File: config.mk
export PLATFORM = sky130hd
export DESIGN_NAME = rf_writeback
export DESIGN_NICKNAME = d
export VERILOG_FILES = /design/src/rtl/rf_wb_pkg.sv /design/src/rtl/rf_wb_fifo.sv /design/src/rtl/rf_writeback.sv
export SDC_FILE = /design/constraint.sdc
export NUM_CORES = 1
export LEC_CHECK = 0
export BUFFER_PORTS_ARGS = -buffer_cell sky130_fd_sc_hd__buf_2
export CAP_MARGIN = 20
export CORE_UTILIZATION = 55
export CTS_BUF_LIST = sky130_fd_sc_hd__clkbuf_8
export DETAILED_ROUTE_END_ITERATION = 12
export PLACE_DENSITY = 0.82
export SYNTH_ARGS = -nofsm -noshare
export SYNTH_HDL_FRONTEND = slang
export SYNTH_SLANG_ARGS = --single-unit
File: constraint.sdc
create_clock -name clk -period 5.3 [get_ports clk]
set_input_delay 0 -clock clk [delete_from_list [all_inputs] [get_ports clk]]
set_output_delay 0 -clock clk [all_outputs]
set_load 0.1 [all_outputs]
File: src/rtl/rf_wb_pkg.sv
// rtl/rf_wb_pkg.sv - shared widths, constants and FIFO entry type for the RF writeback controller
package rf_wb_pkg;

    localparam int REG_AW   = 5;
    localparam int DATA_W   = 32;
    localparam int NUM_REGS = 32;

    localparam logic [REG_AW-1:0] REG_ZERO = 5'd0;

    // One buffered multi-cycle result: destination register and value.
    typedef struct packed {
        logic [REG_AW-1:0] addr;
        logic [DATA_W-1:0] data;
    } wb_entry_t;

endpackage

File: src/rtl/rf_wb_fifo.sv
// rtl/rf_wb_fifo.sv - synchronous FIFO buffering multi-cycle results, head exposed without fall-through
import rf_wb_pkg::*;

module rf_wb_fifo #(
    parameter int DEPTH = 4
) (
    input  logic      clk,
    input  logic      rst,
    input  logic      push,
    input  logic      pop,
    input  wb_entry_t din,
    output wb_entry_t head,
    output logic      full,
    output logic      empty
);

    localparam int PW = $clog2(DEPTH);

    wb_entry_t        mem [DEPTH];
    logic [PW-1:0]    wptr;
    logic [PW-1:0]    rptr;
    logic [PW:0]      count;
    logic             do_push;
    logic             do_pop;

    assign full    = (count == (PW+1)'(DEPTH));
    assign empty   = (count == '0);
    assign head    = mem[rptr];
    assign do_push = push && !full;
    assign do_pop  = pop && !empty;

    // Entry storage; the head is read from the old contents, so a same-cycle push never feeds the pop.
    always_ff @(posedge clk) begin
        if (do_push) begin
            mem[wptr] <= din;
        end
    end

    // Pointers wrap naturally because DEPTH is a power of two.
    always_ff @(posedge clk) begin
        if (rst) begin
            wptr  <= '0;
            rptr  <= '0;
            count <= '0;
        end else begin
            if (do_push) begin
                wptr <= wptr + 1'b1;
            end
            if (do_pop) begin
                rptr <= rptr + 1'b1;
            end
            case ({do_push, do_pop})
                2'b10:   count <= count + 1'b1;
                2'b01:   count <= count - 1'b1;
                default: count <= count;
            endcase
        end
    end

endmodule

File: src/rtl/rf_writeback.sv
// rtl/rf_writeback.sv - RF write-port owner merging pipeline and multi-cycle results; optional bypass via WB_BYPASS_EN
import rf_wb_pkg::*;

module rf_writeback #(
    parameter int FIFO_DEPTH = 4
) (
    input  logic                clk,
    input  logic                rst,
    input  logic                PWr,
    input  logic [REG_AW-1:0]   PA,
    input  logic [DATA_W-1:0]   PD,
    input  logic                MValid,
    output logic                MReady,
    input  logic [REG_AW-1:0]   MA,
    input  logic [DATA_W-1:0]   MD,
    input  logic                IssueWr,
    input  logic [REG_AW-1:0]   IssueA,
    output logic [NUM_REGS-1:0] Busy,
    output logic [REG_AW-1:0]   A3,
    output logic [DATA_W-1:0]   WD,
    output logic                RFWr,
    input  logic [REG_AW-1:0]   RA1,
    input  logic [REG_AW-1:0]   RA2,
    output logic                Fwd1,
    output logic                Fwd2,
    output logic [DATA_W-1:0]   FwdD1,
    output logic [DATA_W-1:0]   FwdD2
);

    wb_entry_t           fifo_in;
    wb_entry_t           fifo_head;
    logic                fifo_full;
    logic                fifo_empty;
    logic                push;
    logic                pop;
    logic [NUM_REGS-1:0] busy_nxt;

    assign MReady  = !rst && !fifo_full;
    assign push    = MValid && MReady;
    // Pipeline results are never stalled, so the FIFO only drains in cycles without one.
    assign pop     = !PWr && !fifo_empty;
    assign fifo_in = '{addr: MA, data: MD};

    rf_wb_fifo #(
        .DEPTH (FIFO_DEPTH)
    ) u_fifo (
        .clk   (clk),
        .rst   (rst),
        .push  (push),
        .pop   (pop),
        .din   (fifo_in),
        .head  (fifo_head),
        .full  (fifo_full),
        .empty (fifo_empty)
    );

    // Registered write port: pipeline first, then FIFO head; address/data hold when idle.
    always_ff @(posedge clk) begin
        if (rst) begin
            RFWr <= 1'b0;
            A3   <= '0;
            WD   <= '0;
        end else if (PWr) begin
            RFWr <= (PA != REG_ZERO);
            A3   <= PA;
            WD   <= PD;
        end else if (pop) begin
            RFWr <= (fifo_head.addr != REG_ZERO);
            A3   <= fifo_head.addr;
            WD   <= fifo_head.data;
        end else begin
            RFWr <= 1'b0;
        end
    end

    // Scoreboard update: pop clears, issue sets afterwards so a same-bit set wins; r0 never pending.
    always_comb begin
        busy_nxt = Busy;
        if (pop) begin
            busy_nxt[fifo_head.addr] = 1'b0;
        end
        if (IssueWr && (IssueA != REG_ZERO)) begin
            busy_nxt[IssueA] = 1'b1;
        end
        busy_nxt[0] = 1'b0;
    end

    // Scoreboard register.
    always_ff @(posedge clk) begin
        if (rst) begin
            Busy <= '0;
        end else begin
            Busy <= busy_nxt;
        end
    end

`ifdef WB_BYPASS_EN
    assign Fwd1  = RFWr && (A3 == RA1) && (RA1 != REG_ZERO);
    assign Fwd2  = RFWr && (A3 == RA2) && (RA2 != REG_ZERO);
    assign FwdD1 = WD;
    assign FwdD2 = WD;
`else
    logic unused_ra;
    assign unused_ra = ^{RA1, RA2};
    assign Fwd1  = 1'b0;
    assign Fwd2  = 1'b0;
    assign FwdD1 = '0;
    assign FwdD2 = '0;
`endif

endmodule

## Word level (Yosys, flattened, before mapping)

Memory sizes are Yosys's and may differ from the RTL's. A register that Yosys moved wholly into a read port is not among the register bits.
Index checks and enable logic that the tools add are counted.

- Register bits: 77
- Bits in latches: 0
- RAM bits: 148
- Memory bits (read-only): 0
- Bits of input ports: 94
- Output and inout port bits: 137
- Memories kept: 1

Memories:

| name | words | width | read ports | clocked after memory_dff | write ports | line | text |
|---|---|---|---|---|---|---|---|
| u_fifo.mem | 4 | 37 | 1 | 1 | 1 | rf_wb_fifo.sv:19 | `wb_entry_t mem [DEPTH];` |

- Add/subtract/negate cells: 4
- $mul: 0
- Div/mod/pow operators: 0
- Magnitude comparators: 4
- Equality and inequality tests: 3
- Shift-type cells: 0
- Multiplexer cells: 17
- Bitwise logic cells: 3
- Reduce and logical (&&, ||, !) cells: 18

Operators with widths:

| cell | number |
|---|---|
| $mux 32 | 4 |
| $and 32x32->32 | 1 |
| $not 32->32 | 1 |
| $or 32x32->32 | 1 |
| $reduce_bool 5->1 | 3 |
| $lt 5x6->1 const B | 2 |
| $demux 1 s5 | 2 |
| $ge 5x1->1 const B | 2 |
| $mux 5 | 2 |
| $logic_and 1x1->1 | 8 |
| $mux 1 | 6 |
| $pmux 3 s2 | 1 |
| $add 2x1->2 const B | 2 |
| $logic_not 1->1 | 4 |
| $mux 2 | 2 |
| $reduce_bool 2->1 | 2 |
| $add 3x1->3 const B | 1 |
| $eq 3x3->1 const B | 1 |
| $logic_not 3->1 | 1 |
| $sub 3x1->3 const B | 1 |
| $eq 2x1->1 const B | 1 |
| $eq 2x2->1 const B | 1 |

## Longest topological paths before layout

Gate-level depths: netlist (run 1).

- Depth after elaboration: 9
- Depth in mapped cells: 10
- Gate-level depth less buffers: 10

## Hierarchy

From an unflattened synthesis (run 1), not the netlist that was laid out.

- Cells, all modules: 641
- Area total of the unflattened synthesis: 9,529.1 µm²

Modules (own cells, without submodules):

| module | instances | cells each | area an instance (µm²) | sequential area each (µm²) |
|---|---|---|---|---|
| rf_wb_fifo | 1 | 247 | 5,866.9 | 4,624.4 |
| rf_writeback | 1 | 394 | 3,662.3 | 1,381.3 |

## Worst setup path after synthesis (run 1)

Ideal clock, no wire load.

- Path kind: reg-to-reg
- Start: reg u_fifo.count[0]
- End: mem u_fifo.mem[0][0] (netlist bit), enable pin
- Library setup time: 0.398 ns
- Arrival: 3.397 ns
- Path slack: 1.505 ns
- Cell stages (with the launch flop): 4
- Path buffers: 0
- Path through: dfxtp_1 inv_1 a31oi_1 and3_1

- Word-level cells in the longest chain between the ends: 7

Ends and longest elaborated chain:

| item | line | text |
|---|---|---|
| from (decl) | rf_wb_fifo.sv:22 | `logic [PW:0] count;` |
| from (signal assigned) | rf_wb_fifo.sv:53 | `2'b10: count <= count + 1'b1;` |
| from (signal assigned) | rf_wb_fifo.sv:54 | `2'b01: count <= count - 1'b1;` |
| from (signal assigned) | rf_wb_fifo.sv:55 | `default: count <= count;` |
| $eq 3x3->1 | rf_wb_fifo.sv:26 | `assign full = (count == (PW+1)'(DEPTH));` |
| $logic_not 1->1 | rf_writeback.sv:38 | `assign MReady = !rst && !fifo_full;` |
| $logic_and 1x1->1 | rf_writeback.sv:38 |  |
| via MReady | rf_writeback.sv:13 | `output logic MReady,` |
| $logic_and 1x1->1 | rf_writeback.sv:39 | `assign push = MValid && MReady;` |
| $logic_and 1x1->1 | rf_wb_fifo.sv:29 | `assign do_push = push && !full;` |
| $mux 1 | rf_wb_fifo.sv:34 | `if (do_push) begin` |
| $mux 1 (implied by the code) | rf_wb_fifo.sv:35 | `mem[wptr] <= din;` |
| to (decl) | rf_wb_fifo.sv:19 |  |

The timed path passes the listed nets, and every way through them passes these cells.

==> impl_results.md, run 1 <==
* Post-Place Cells at around 1000
* Clk sinks at about 230
* Final setup fails at 0
* Synth async-reset ratio at 0%
* CP Launch Type: flop
* Cell taking the most area after synthesis: edfxtp_1
* VDD IR max at roughly 0.30 mV
* Outcome: finished clean
* Drt wl/cell at about 17 µm
* CP Max Fanout at 21
* Gp weighted congestion at 0.808
* Dpl hpwl at between 10000 and 15000 µm
* LEAKAGE at around 4.5 nW
* Crit-path slowest cell: dfxtp_2
* Post-synthesis cell count at 684
* H-tree levels at 2
* FF-to-FF End: Busy[18]$_SDFF_PP0_
* Die Ht at between 100 and 150 µm
* Relative slew slack at a little under a third
* Row cnt at 46
* R2R setup slack at roughly 2.6 ns
* Final Cycle Share at ~50%
* Clock Tree Buf Depth at 3
* Vias in the first global route at between 6000 and 7000
* Drt pass-1 iters at 7
* Total CTS buffers at 37
* Ys Warns at 0
* Arr. time, crit path at around 3 ns
* Critical path endpoint category: flop
* Core area at approximately 16000 µm²
* Vias at around 6200
* Hold Crit Start: rst
* Sequential area share after synthesis at 65.3%
* First-pass GRT wire length at between 30000 and 40000 µm
* DRT antenna net count at 0
* Initial DRC count at 479
* Latest clock arrival within the worst-skew pair at between 0.5 and 0.6 ns
* # IOs at 231
* Residual DRC at 0
* Final Critical Period at 2.67 ns
* Hold endpoint: u_fifo.count[1]$_SDFFE_PP0P_
* Max cap viols at 0
* FF+latch count, synth at between 200 and 250
* Post-place setup slack at around 2.6 ns
* TritonCTS clock tree: done
* Clk root buf: clkbuf_8
* Unrepaired setup endpoints after global routing: false
* Synth area leaders: edfxtp_1, dfxtp_1, mux4_2
* Syn Area/Cell at roughly 13 µm²
* Power per Cell Area at between 400 and 500 nW/µm²
* Final hold vios at 0
* Worst-path cell chain: mux4_2, or4b_1, o21ai_1, a21oi_1
* GRT Overall Usage at between 20% and 30%
* Fraction of layout cells with a size suffix above 1 at 26.6%
* Vias per inst at 5.31
* Final Instance Count excl. Fillers at roughly 1200
* Post-CTS setup buffer count at 0
* Clock skew at approximately 0.037 ns
* DIE AREA at about 17000 µm²
* Min-Delay Path Depth at 3
* Synthesized area at around 9200 µm²
* Yosys top cell area share at roughly half
* Grt total ovfl at 0
* Initial Utilization at 57.1%
* Nets at 1026
* Final Util at roughly 71%
* FILL cells at ~1100
* R2R cell count at 4
* DIE WIDTH at 131 µm
* Initial antenna violation count at 1
* Req. time, crit path at 5.67 ns
* Final WL at 20300 µm
* Distinct cells, synth at 39
* WS Path Type: reg2reg
* PortBufs at 153
* Largest net degree at the start of global routing at 82
* Worst-path clk slew at 0.06 ns
* Synth Flop Type: edfxtp_1
* Setup ws final at ~2.6 ns
* Post-synth EDFFs at 148
* Count of pins over their slew limit at 0
* Worst Max-Slew Pin Slew at just over 1 ns
* Hold Crit Class: in2reg
* Final TNS setup at 0 ns
* Worst stage delay on the critical path at 0.84 ns
* Highest clock rate at between 300 and 400 MHz
* Area grow syn2layout at 24.1%
## routing by layer
metal | wire, µm | vias to the layer above | track usage (%)
met5 | 0 | - | 0
met4 | 480 | 0 | 10.0
met3 | 1360 | 42 | 5.02
met2 | 10500 | 294 | 42.2
met1 | 8000 | 3016 | 29.3
li1 | - | 2877 | -
## synthesized netlist by cell type (2+ instances only)
cell type  number
xor2_1          2
buf_2           6
nor3_1          3
ha_1            5
dfxtp_1        78
a221oi_1       37
o21ai_0        17
and2_1          2
edfxtp_1      148
o21ai_1        16
or3_1           3
or3b_2          2
clkbuf_1       28
nor2_1         15
xnor2_1         2
a21oi_1        71
nand2b_1        4
nor2b_1         2
buf_4          67
inv_1          43
nand2_1        70
nand3b_1        3
mux4_2         37
or4b_1          2
and3_1          4
buf_1           4
## kinds of logic (layout without fill, tap and decap cells)
family / count (synthesis) / after routing / share of synthesized area (%)
other cells: 1 / 68 / 0.0408
fa+ha+maj: 6 / 6 / 0.898
xor+xnor: 4 / 4 / 0.381
mux: 39 / 39 / 9.29
compound gates: 143 / 143 / 9.33
flops: 226 / 226 / 65.3
buf+inv: 149 / 354 / 8.98
simple gates: 116 / 116 / 5.78
## report_power, final
part / internal (mW) / switching [mW] / total (mW) / leakage, nW
registers: 2.03 / 0.117 / 2.15 / 1.99
clock network: 0.728 / 0.657 / 1.38 / 0.404
logic: 0.446 / 1.23 / 1.68 / 2.09
total: 3.20 / 2.01 / 5.21 / 4.48
## cell usage in the layout (no fill, tap or decap), types with 42 or more instances in the layout
cell type	count
dfxtp_1	76
dlygate4sd3_1	85
buf_2	153
nand2_1	70
clkbuf_8	42
a21oi_1	71
edfxtp_1	148
inv_1	57
conb_1	67
## state kept, by name, indices dropped and copies added, names as in the netlist, named ones only
| name | flops |
|---|---|
| A3 | 5 |
| WD | 32 |
| RFWr | 1 |
| Busy | 31 |
| u_fifo.count | 3 |
| u_fifo.rptr | 2 |
| u_fifo.wptr | 2 |
| u_fifo.mem | 148 |
## layout make-up
cell class | count | area (µm²) | area share (%)
Sequential cell | 226 | 6010 | 52.7
Multi-Input combinational cell | 375 | 2620 | 23.0
Antenna cell | 1 | 2.50 | 0.0219
Clock buffer | 42 | 578 | 5.07
Inverter | 43 | 161 | 1.41
Tap cell | 216 | 270 | 2.37
Clock inverter | 26 | 111 | 0.976
Timing Repair Buffer | 243 | 1650 | 14.5
## what timing repair did
item                                   4_1_cts  5_1_grt
hold buffers                                85        0
resized for setup                            0        0
endpoints found under the hold margin      219        0
## per-stage QoR
stage	cell area (µm²)	hold WS (ns)	power [mW]
after floorplan	9450	0.0989	3.51
after global placement	9870	0.216	3.79
after detailed placement	9870	0.216	3.81
after CTS	11400	0.140	5.23
after global routing	11400	0.209	5.45
final	11400	0.188	5.21
## worst max-delay path by stage
| stage | end | startpoint | cells past startpoint |
|---|---|---|---|
| final | Busy[18]$_SDFF_PP0_ | flop | 4 |
| after global routing | Busy[18]$_SDFF_PP0_ | flop | 4 |
| after CTS | Busy[18]$_SDFF_PP0_ | flop | 4 |
| after detailed placement | Busy[18]$_SDFF_PP0_ | flop | 4 |
| after global placement | Busy[5]$_SDFF_PP0_ | flop | 4 |
| after floorplan | u_fifo.mem[0][0]$_DFFE_PP_ | u_fifo.count[0]$_SDFFE_PP0P_ | 3 |
## worst max-delay path, delay by kind of cell, from the launching register on
kind	cells	cell delay, ns
flops	1	0.84
simple gates	1	0.69
mux	1	0.67
compound gates	2	0.31
(Power assumes the default switching activity.)
==> run 2, diff against run 1 <==
clock period = 2.6 ns   (was 5.3 ns; I/O delays follow)
==> run 2 against run 1 <==
Utilization is 0.89 points higher; non-clock buffer count grew 10; cell count increased by 0.77%; power rose by 110%; sequential power up 100%; combinational power grew 120%; maximum frequency is 21% higher; critical endpoint is now u_fifo.count[2]$_SDFFE_PP0P_.
==> impl_results.md, run 2 (same netlist as run 1, synthesis figures left out) <==
* Gp weighted congestion at 0.767 (-5.1%)
* Initial Utilization at 57.1% (unchanged)
* DP Area at 9990 µm² (+1.3%)
* First-pass GRT wire length at 33200 µm (+2.1%)
* Min-Delay Path Depth at 4 (+1)
* Clk root buf: clkbuf_8
* Unrepaired setup endpoints after global routing: false
* Highest clock rate at 453 MHz (+21%)
* ANT cells at 0 (-1)
* Final hold vios at 0 (unchanged)
* Worst Max-Slew Pin Slew at 0.899 ns (-0.136 ns)
* CP Launch Type: flop
* Relative slew slack at 40.0% (+9.1 points)
* Area grow syn2layout at 25.6%
* Total CTS buffers at 37 (unchanged)
* Leading cell types in the layout, fill and taps excluded: buf_2, edfxtp_1, dlygate4sd3_1
* DIE WIDTH at 131 µm (unchanged)
* Drt wl/cell at 18.1 µm (+4.1%)
* PortBufs at 153 (unchanged)
* Worst-path clk slew at 0.06 ns (about the same)
* Count of pins over their slew limit at 0 (unchanged)
* Max reg flops at 148 (unchanged)
* Vias per inst at 5.36 (+0.82%)
* Arr. time, crit path at 2.64 ns (-0.40 ns)
* Req. time, crit path at 3.03 ns (-2.64 ns)
* Nets at 1036 (+0.97%)
* Residual DRC at 0 (unchanged)
* Final TNS setup at 0 ns (unchanged)
* WS Path Type: reg2reg
* Outcome: finished clean
* Initial antenna violation count at 0 (-1)
* Commonest non-fill, non-tap cell in the layout: buf_2
* Power per Cell Area at 939 nW/µm² (+110%)
* Die Ht at 131 µm (unchanged)
* R2R setup slack at 0.39 ns (-2.23 ns)
* Hold endpoint: u_fifo.wptr[0]$_SDFFE_PP0P_
* Largest net degree at the start of global routing at 78 (-4.9%)
* Hold Crit Class: in2reg
* LEAKAGE at 4.57 nW (+2.1%)
* Final WL at 21300 µm (+4.9%)
* Clock Tree Buf Depth at 3 (unchanged)
* Latest clock arrival within the worst-skew pair at 0.53 ns (about the same)
* Final Critical Period at 2.21 ns (-0.467 ns)
* CP Max Fanout at 6 (-71%)
* Final setup fails at 0 (unchanged)
* Clock skew at 0.0249 ns (-0.0123 ns)
* Drt pass-1 iters at 5 (-2)
* # IOs at 231 (unchanged)
* Grt total ovfl at 0 (unchanged)
* GRT Overall Usage at 24.8% (+0.59 points)
* Fraction of layout cells with a size suffix above 1 at 27.2% (+0.55 points)
* Vias in the first global route at 6336 (-0.55%)
* DRT antenna net count at 0 (unchanged)
* Row cnt at 46 (unchanged)
* Final Cycle Share at 84.9% (+34 points)
* Critical path endpoint category: flop
* # hold bufs at CTS at 85 (unchanged)
* H-tree levels at 2 (unchanged)
* FF-to-FF End: u_fifo.count[2]$_SDFFE_PP0P_
* Post-CTS Resized at 0 (unchanged)
* Vias at 6328 (+1.6%)
* Design area at 11600 µm² (+1.2%)
* Initial DRC count at 462 (-3.5%)
* R2R Path Start: u_fifo.count[0]$_SDFFE_PP0P_
* TritonCTS clock tree: done
* VDD IR max at 0.532 mV (+79%)
* Dpl hpwl at 12400 µm (+7.6%)
* Clk sinks at 226 (unchanged)
* R2R cell count at 10 (+6)
* Biggest regs: u_fifo.mem (148), WD (32), Busy (31)
* Post-CTS setup buffer count at 0 (unchanged)
* Hold Crit Start: rst
* Core area at 16100 µm² (unchanged)
* Top reg by flops: u_fifo.mem
* DIE AREA at 17200 µm² (unchanged)
* Max cap viols at 0 (unchanged)
run 2: cell count changes in the layout (fill, tap and decap cells not counted), sizes merged, moves of 2 or more:
cell | previous run | this run
buf | 158 | 168
inv | 57 | 64
clkinv | 10 | 5
clkinvlp | 2 | 0
run 2: final cells by class:
class / count / area [µm²]
sequential: 226 / 6010
fill: 1063 / 4560
multi-input combinational: 375 / 2640
timing repair buffer: 253 / 1770
clock buffer: 41 / 564
tap: 216 / 270
inverter: 43 / 161
clock inverter: 27 / 143
run 2: stage by stage:
step / power (mW) / cells / util, % / worst slack [ns] / hold slack, ns
3_3_place_gp: 7.77 / 1028 / 62.0 / 0.464 / 0.215
4_1_cts: 10.8 / 1181 / 71.7 / 0.410 / 0.0607
6_report: 10.8 / 1181 / 71.7 / 0.394 / 0.0720
3_5_place_dp: 7.83 / 1028 / 62.0 / 0.421 / 0.221
2_1_floorplan: 7.17 / 750 / - / 0.192 / 0.0989
5_1_grt: 11.3 / 1181 / 71.7 / 0.268 / 0.0893
run 2: power breakdown:
part | leakage, nW | total (mW) | internal [mW] | switching, mW
Combinational | 2.15 | 3.62 | 0.950 | 2.67
Clock | 0.433 | 2.94 | 1.56 | 1.38
Sequential | 1.99 | 4.29 | 4.14 | 0.153
run 2: worst max-delay path, stage by stage (launching register included):
cell	delay, ns
dfxtp_1	0.34
inv_1	0.14
a31oi_4	0.14
and2_1	0.23
inv_1	0.06
ha_1	0.17
inv_1	0.06
fa_1	0.38
xor2_1	0.16
or3_1	0.31
a21oi_1	0.13
run 2: worst max path at each step:
| stage | end | start | cells after the start | slack, ns |
|---|---|---|---|---|
| detailed placement | u_fifo.count[2]$_SDFFE_PP0P_ | u_fifo.count[0]$_SDFFE_PP0P_ | 10 | 0.42 |
| finish | u_fifo.count[2]$_SDFFE_PP0P_ | u_fifo.count[0]$_SDFFE_PP0P_ | 10 | 0.39 |
| global route | u_fifo.count[2]$_SDFFE_PP0P_ | u_fifo.count[0]$_SDFFE_PP0P_ | 10 | 0.27 |
| global placement | Busy[17]$_SDFF_PP0_ | flop | 4 | 0.46 |
| CTS | u_fifo.count[2]$_SDFFE_PP0P_ | u_fifo.count[0]$_SDFFE_PP0P_ | 10 | 0.41 |
| floorplan | u_fifo.count[2]$_SDFFE_PP0P_ | u_fifo.count[0]$_SDFFE_PP0P_ | 10 | 0.19 |
run 2: metal layers:
layer	track usage, %	share of wire, %	vias up
met5	0	0	-
met4	11.0	3.4	0
met3	4.67	6.8	64
met2	42.3	51	327
met1	30.8	39	3043
li1	-	-	2894
==> run 3, diff against run 2 <==
CORE_UTILIZATION = 50   (was 55)
PLACE_DENSITY = 0.79   (was 0.82)
clock period = 1.9 ns   (was 2.6 ns; I/O delays follow)
==> run 3 against run 2 <==
The run now ends with negative setup slack left; power up 40%; final area grew 3.1%; combinational power increased by 49%; sequential share of layout area decreased by 1.5 points; utilization is 5.6 points lower; non-clock buffer count up 24; clock power up 34%.
==> impl_results.md, run 3 (same netlist as run 1, synthesis figures left out) <==
* Outcome: finished with violations
* Failing checks: negative setup slack
* Gp weighted congestion at 0.794 (+3.5%)
* Initial antenna violation count at 1 (+1)
* Fraction of layout cells with a size suffix above 1 at 32.0% (+4.8 points)
* LEAKAGE at 4.70 nW (+2.9%)
* Logic pwr share at 35.4% (+2.0 points)
* Vias at 6491 (+2.6%)
* Sequential cell area at 6010 µm² (+0.10%)
* Clk sinks at 226 (unchanged)
* GR Layer Usage met2 at 40.1% (-2.3 points)
* Drt pass-1 iters at 5 (unchanged)
* R2R cell count at 5 (-5)
* Drt wl/cell at 17.9 µm (-0.81%)
* Final WL at 21800 µm (+2.3%)
* FF-to-FF End: Busy[24]$_SDFF_PP0_
* Initial Utilization at 51.0% (-6.0 points)
* WS Path Type: reg2reg
* Total CTS buffers at 37 (unchanged)
* Switching share of power at 38.2% (-0.53 points)
* Leading cell types in the layout, fill and taps excluded: buf_2, edfxtp_1, dlygate4sd3_1
* Commonest non-fill, non-tap cell in the layout: buf_2
* Dpl hpwl at 12800 µm (+3.4%)
* Final hold vios at 0 (unchanged)
* Nets at 1060 (+2.3%)
* Worst stage delay on the critical path at 0.53 ns (+0.15 ns)
* Relative slew slack at 41.3% (+1.3 points)
* Worst-path cell chain: mux4_2, buf_6, or4_4, o21ai_1, a21oi_1
* Count of pins over their slew limit at 0 (unchanged)
* Req. time, crit path at 2.24 ns (-0.79 ns)
* Vias in the first global route at 6463 (+2.0%)
* DIE AREA at 18900 µm² (+9.8%)
* Seq pwr share at 38.7% (-0.9 points)
* Multi-input gate area at 2750 µm² (+4.0%)
* Worst Max-Slew Pin Slew at 0.880 ns (-0.0196 ns)
* Area grow syn2layout at 29.5%
* Row cnt at 49 (+6.5%)
* Final Util at 66.1% (-5.6 points)
* Largest net degree at the start of global routing at 78 (unchanged)
* Grt total ovfl at 0 (unchanged)
* Power per Cell Area at 1280 nW/µm² (+36%)
* Core area at 18000 µm² (+12%)
* Total Power at 15.2 mW (+40%)
* Top reg by flops: u_fifo.mem
* Max cap viols at 0 (unchanged)
* Hold Crit Class: in2reg
* Crit-path leading delay family: multiplexers
* Grt met3 use at 5.00% (+0.34 points)
* Final Cycle Share at 102% (+17 points)
* Crit-path slowest cell: mux4_2
* Latest clock arrival within the worst-skew pair at 0.52 ns (about the same)
* Met1 Track Usage GR at 27.0% (-3.8 points)
* DIE WIDTH at 138 µm (+4.8%)
* Design area at 11900 µm² (+3.1%)
* GRT Overall Usage at 22.9% (-1.9 points)
* Final Critical Period at 1.93 ns (-0.277 ns)
* CP Max Fanout at 7 (+1)
* Hold Crit Start: rst
* Arr. time, crit path at 2.27 ns (-0.37 ns)
* Unrepaired setup endpoints after global routing: true
* R2R setup slack at -0.03 ns (-0.42 ns)
* TritonCTS clock tree: done
* Clock Tree Buf Depth at 3 (unchanged)
* Biggest regs: u_fifo.mem (148), WD (32), Busy (31)
* Clock skew at 0.0274 ns (+0.00255 ns)
* Vias per inst at 5.33 (-0.54%)
* Clock share of power at 25.9% (-1.2 points)
* CP Launch Type: flop
* DP Area at 10200 µm² (+2.0%)
* P_int at 9.40 mW (+41%)
* DRT antenna net count at 0 (unchanged)
* Max reg flops at 148 (unchanged)
* FILL cells at 1264 (+19%)
* Final setup fails at 16 (+16)
* PortBufs at 153 (unchanged)
* Residual DRC at 0 (unchanged)
* Top Usage Layer GRT: met2
* Highest clock rate at 518 MHz (+14%)
* Setup ws final at -0.0290 ns (-0.423 ns)
* Die Ht at 138 µm (+4.8%)
* H-tree levels at 2 (unchanged)
* VDD IR max at 0.820 mV (+54%)
* Min-Delay Path Depth at 5 (+1)
* Critical path endpoint category: flop
* # IOs at 231 (unchanged)
* Hold endpoint: u_fifo.wptr[0]$_SDFFE_PP0P_
* Worst-path clk slew at 0.06 ns (about the same)
* Initial DRC count at 362 (-22%)
* Clk root buf: clkbuf_8
* CP Depth at 5 (-5)
* Buf+Inv Stages, Crit Path at 1 (-2)
* Switch Pwr at 5.81 mW (+38%)
* First-pass GRT wire length at 32600 µm (-1.7%)
[run 3: changes by cell type in the layout (fill, tap and decap cells not counted), sizes merged]
cell,delta
buf,+22
bufinv,-1
clkbuf,+4
clkinv,+2
diode,+1
dlygate4sd3,+1
inv,-5
[run 3: tightest hold or removal path: stages]
cell	delay (ns)
buf_2	0.15
a31oi_4	0.05
and2_4	0.14
buf_4	0.13
mux2i_1	0.10
[run 3: repair_timing]
action,4_1_cts,5_1_grt
resized for setup,16,31
pin swaps,1,18
gates cloned,0,0
hold buffers,87,0
hold endpoints to repair,217,0
buffers inserted,1,5
setup endpoints to repair,37,58
[run 3: metal layers]
layer / wire length [µm] / vias up
met1: 8510 / 3161
met2: 11300 / 311
met5: 0 / -
met4: 710 / 0
li1: - / 2950
met3: 1260 / 69
[run 3: how the worst max path moves through the flow]
stage                                              end                         start  slack (ns)
final                              Busy[24]$_SDFF_PP0_                          flop       -0.03
after global routing               Busy[12]$_SDFF_PP0_                          flop       -0.12
after CTS                              RFWr$_SDFF_PP0_                          flop       -0.03
after detailed placement            Busy[4]$_SDFF_PP0_                          flop        -0.1
after global placement             Busy[19]$_SDFF_PP0_                          flop       -0.08
after floorplan           u_fifo.count[2]$_SDFFE_PP0P_  u_fifo.count[0]$_SDFFE_PP0P_       -0.42
[run 3: cell type report]
type | instances | share of cell area (%)
flip-flops and latches | 226 | 50.5
multi-input cells | 375 | 23.0
repair buffers | 277 | 16.8
clock buffers | 44 | 5.08
well taps | 229 | 2.41
inverters | 43 | 1.35
clock inverters | 23 | 0.788
diodes | 1 | 0.0210
[run 3: metrics by stage]
step | instances | hold WS, ns | worst slack (ns) | TNS, ns
after CTS | 1214 | 0.107 | -0.0321 | -0.250
after global placement | 1059 | 0.213 | -0.0817 | -0.732
final | 1218 | 0.132 | -0.0290 | -0.200
after detailed placement | 1059 | 0.217 | -0.0961 | -1.52
after floorplan | 750 | 0.0989 | -0.416 | -40.27
after global routing | 1218 | 0.129 | -0.124 | -2.71
[run 3: power groups by stage]
stage / Sequential (mW) / Clock, mW / Combinational (mW)
after CTS: 5.87 / 4.00 / 5.18
final: 5.88 / 3.95 / 5.38
after detailed placement: 5.96 / 0 / 4.98
after floorplan: 7.10 / 0 / 2.76
after global placement: 5.94 / 0 / 4.93
after global routing: 5.92 / 4.23 / 5.68
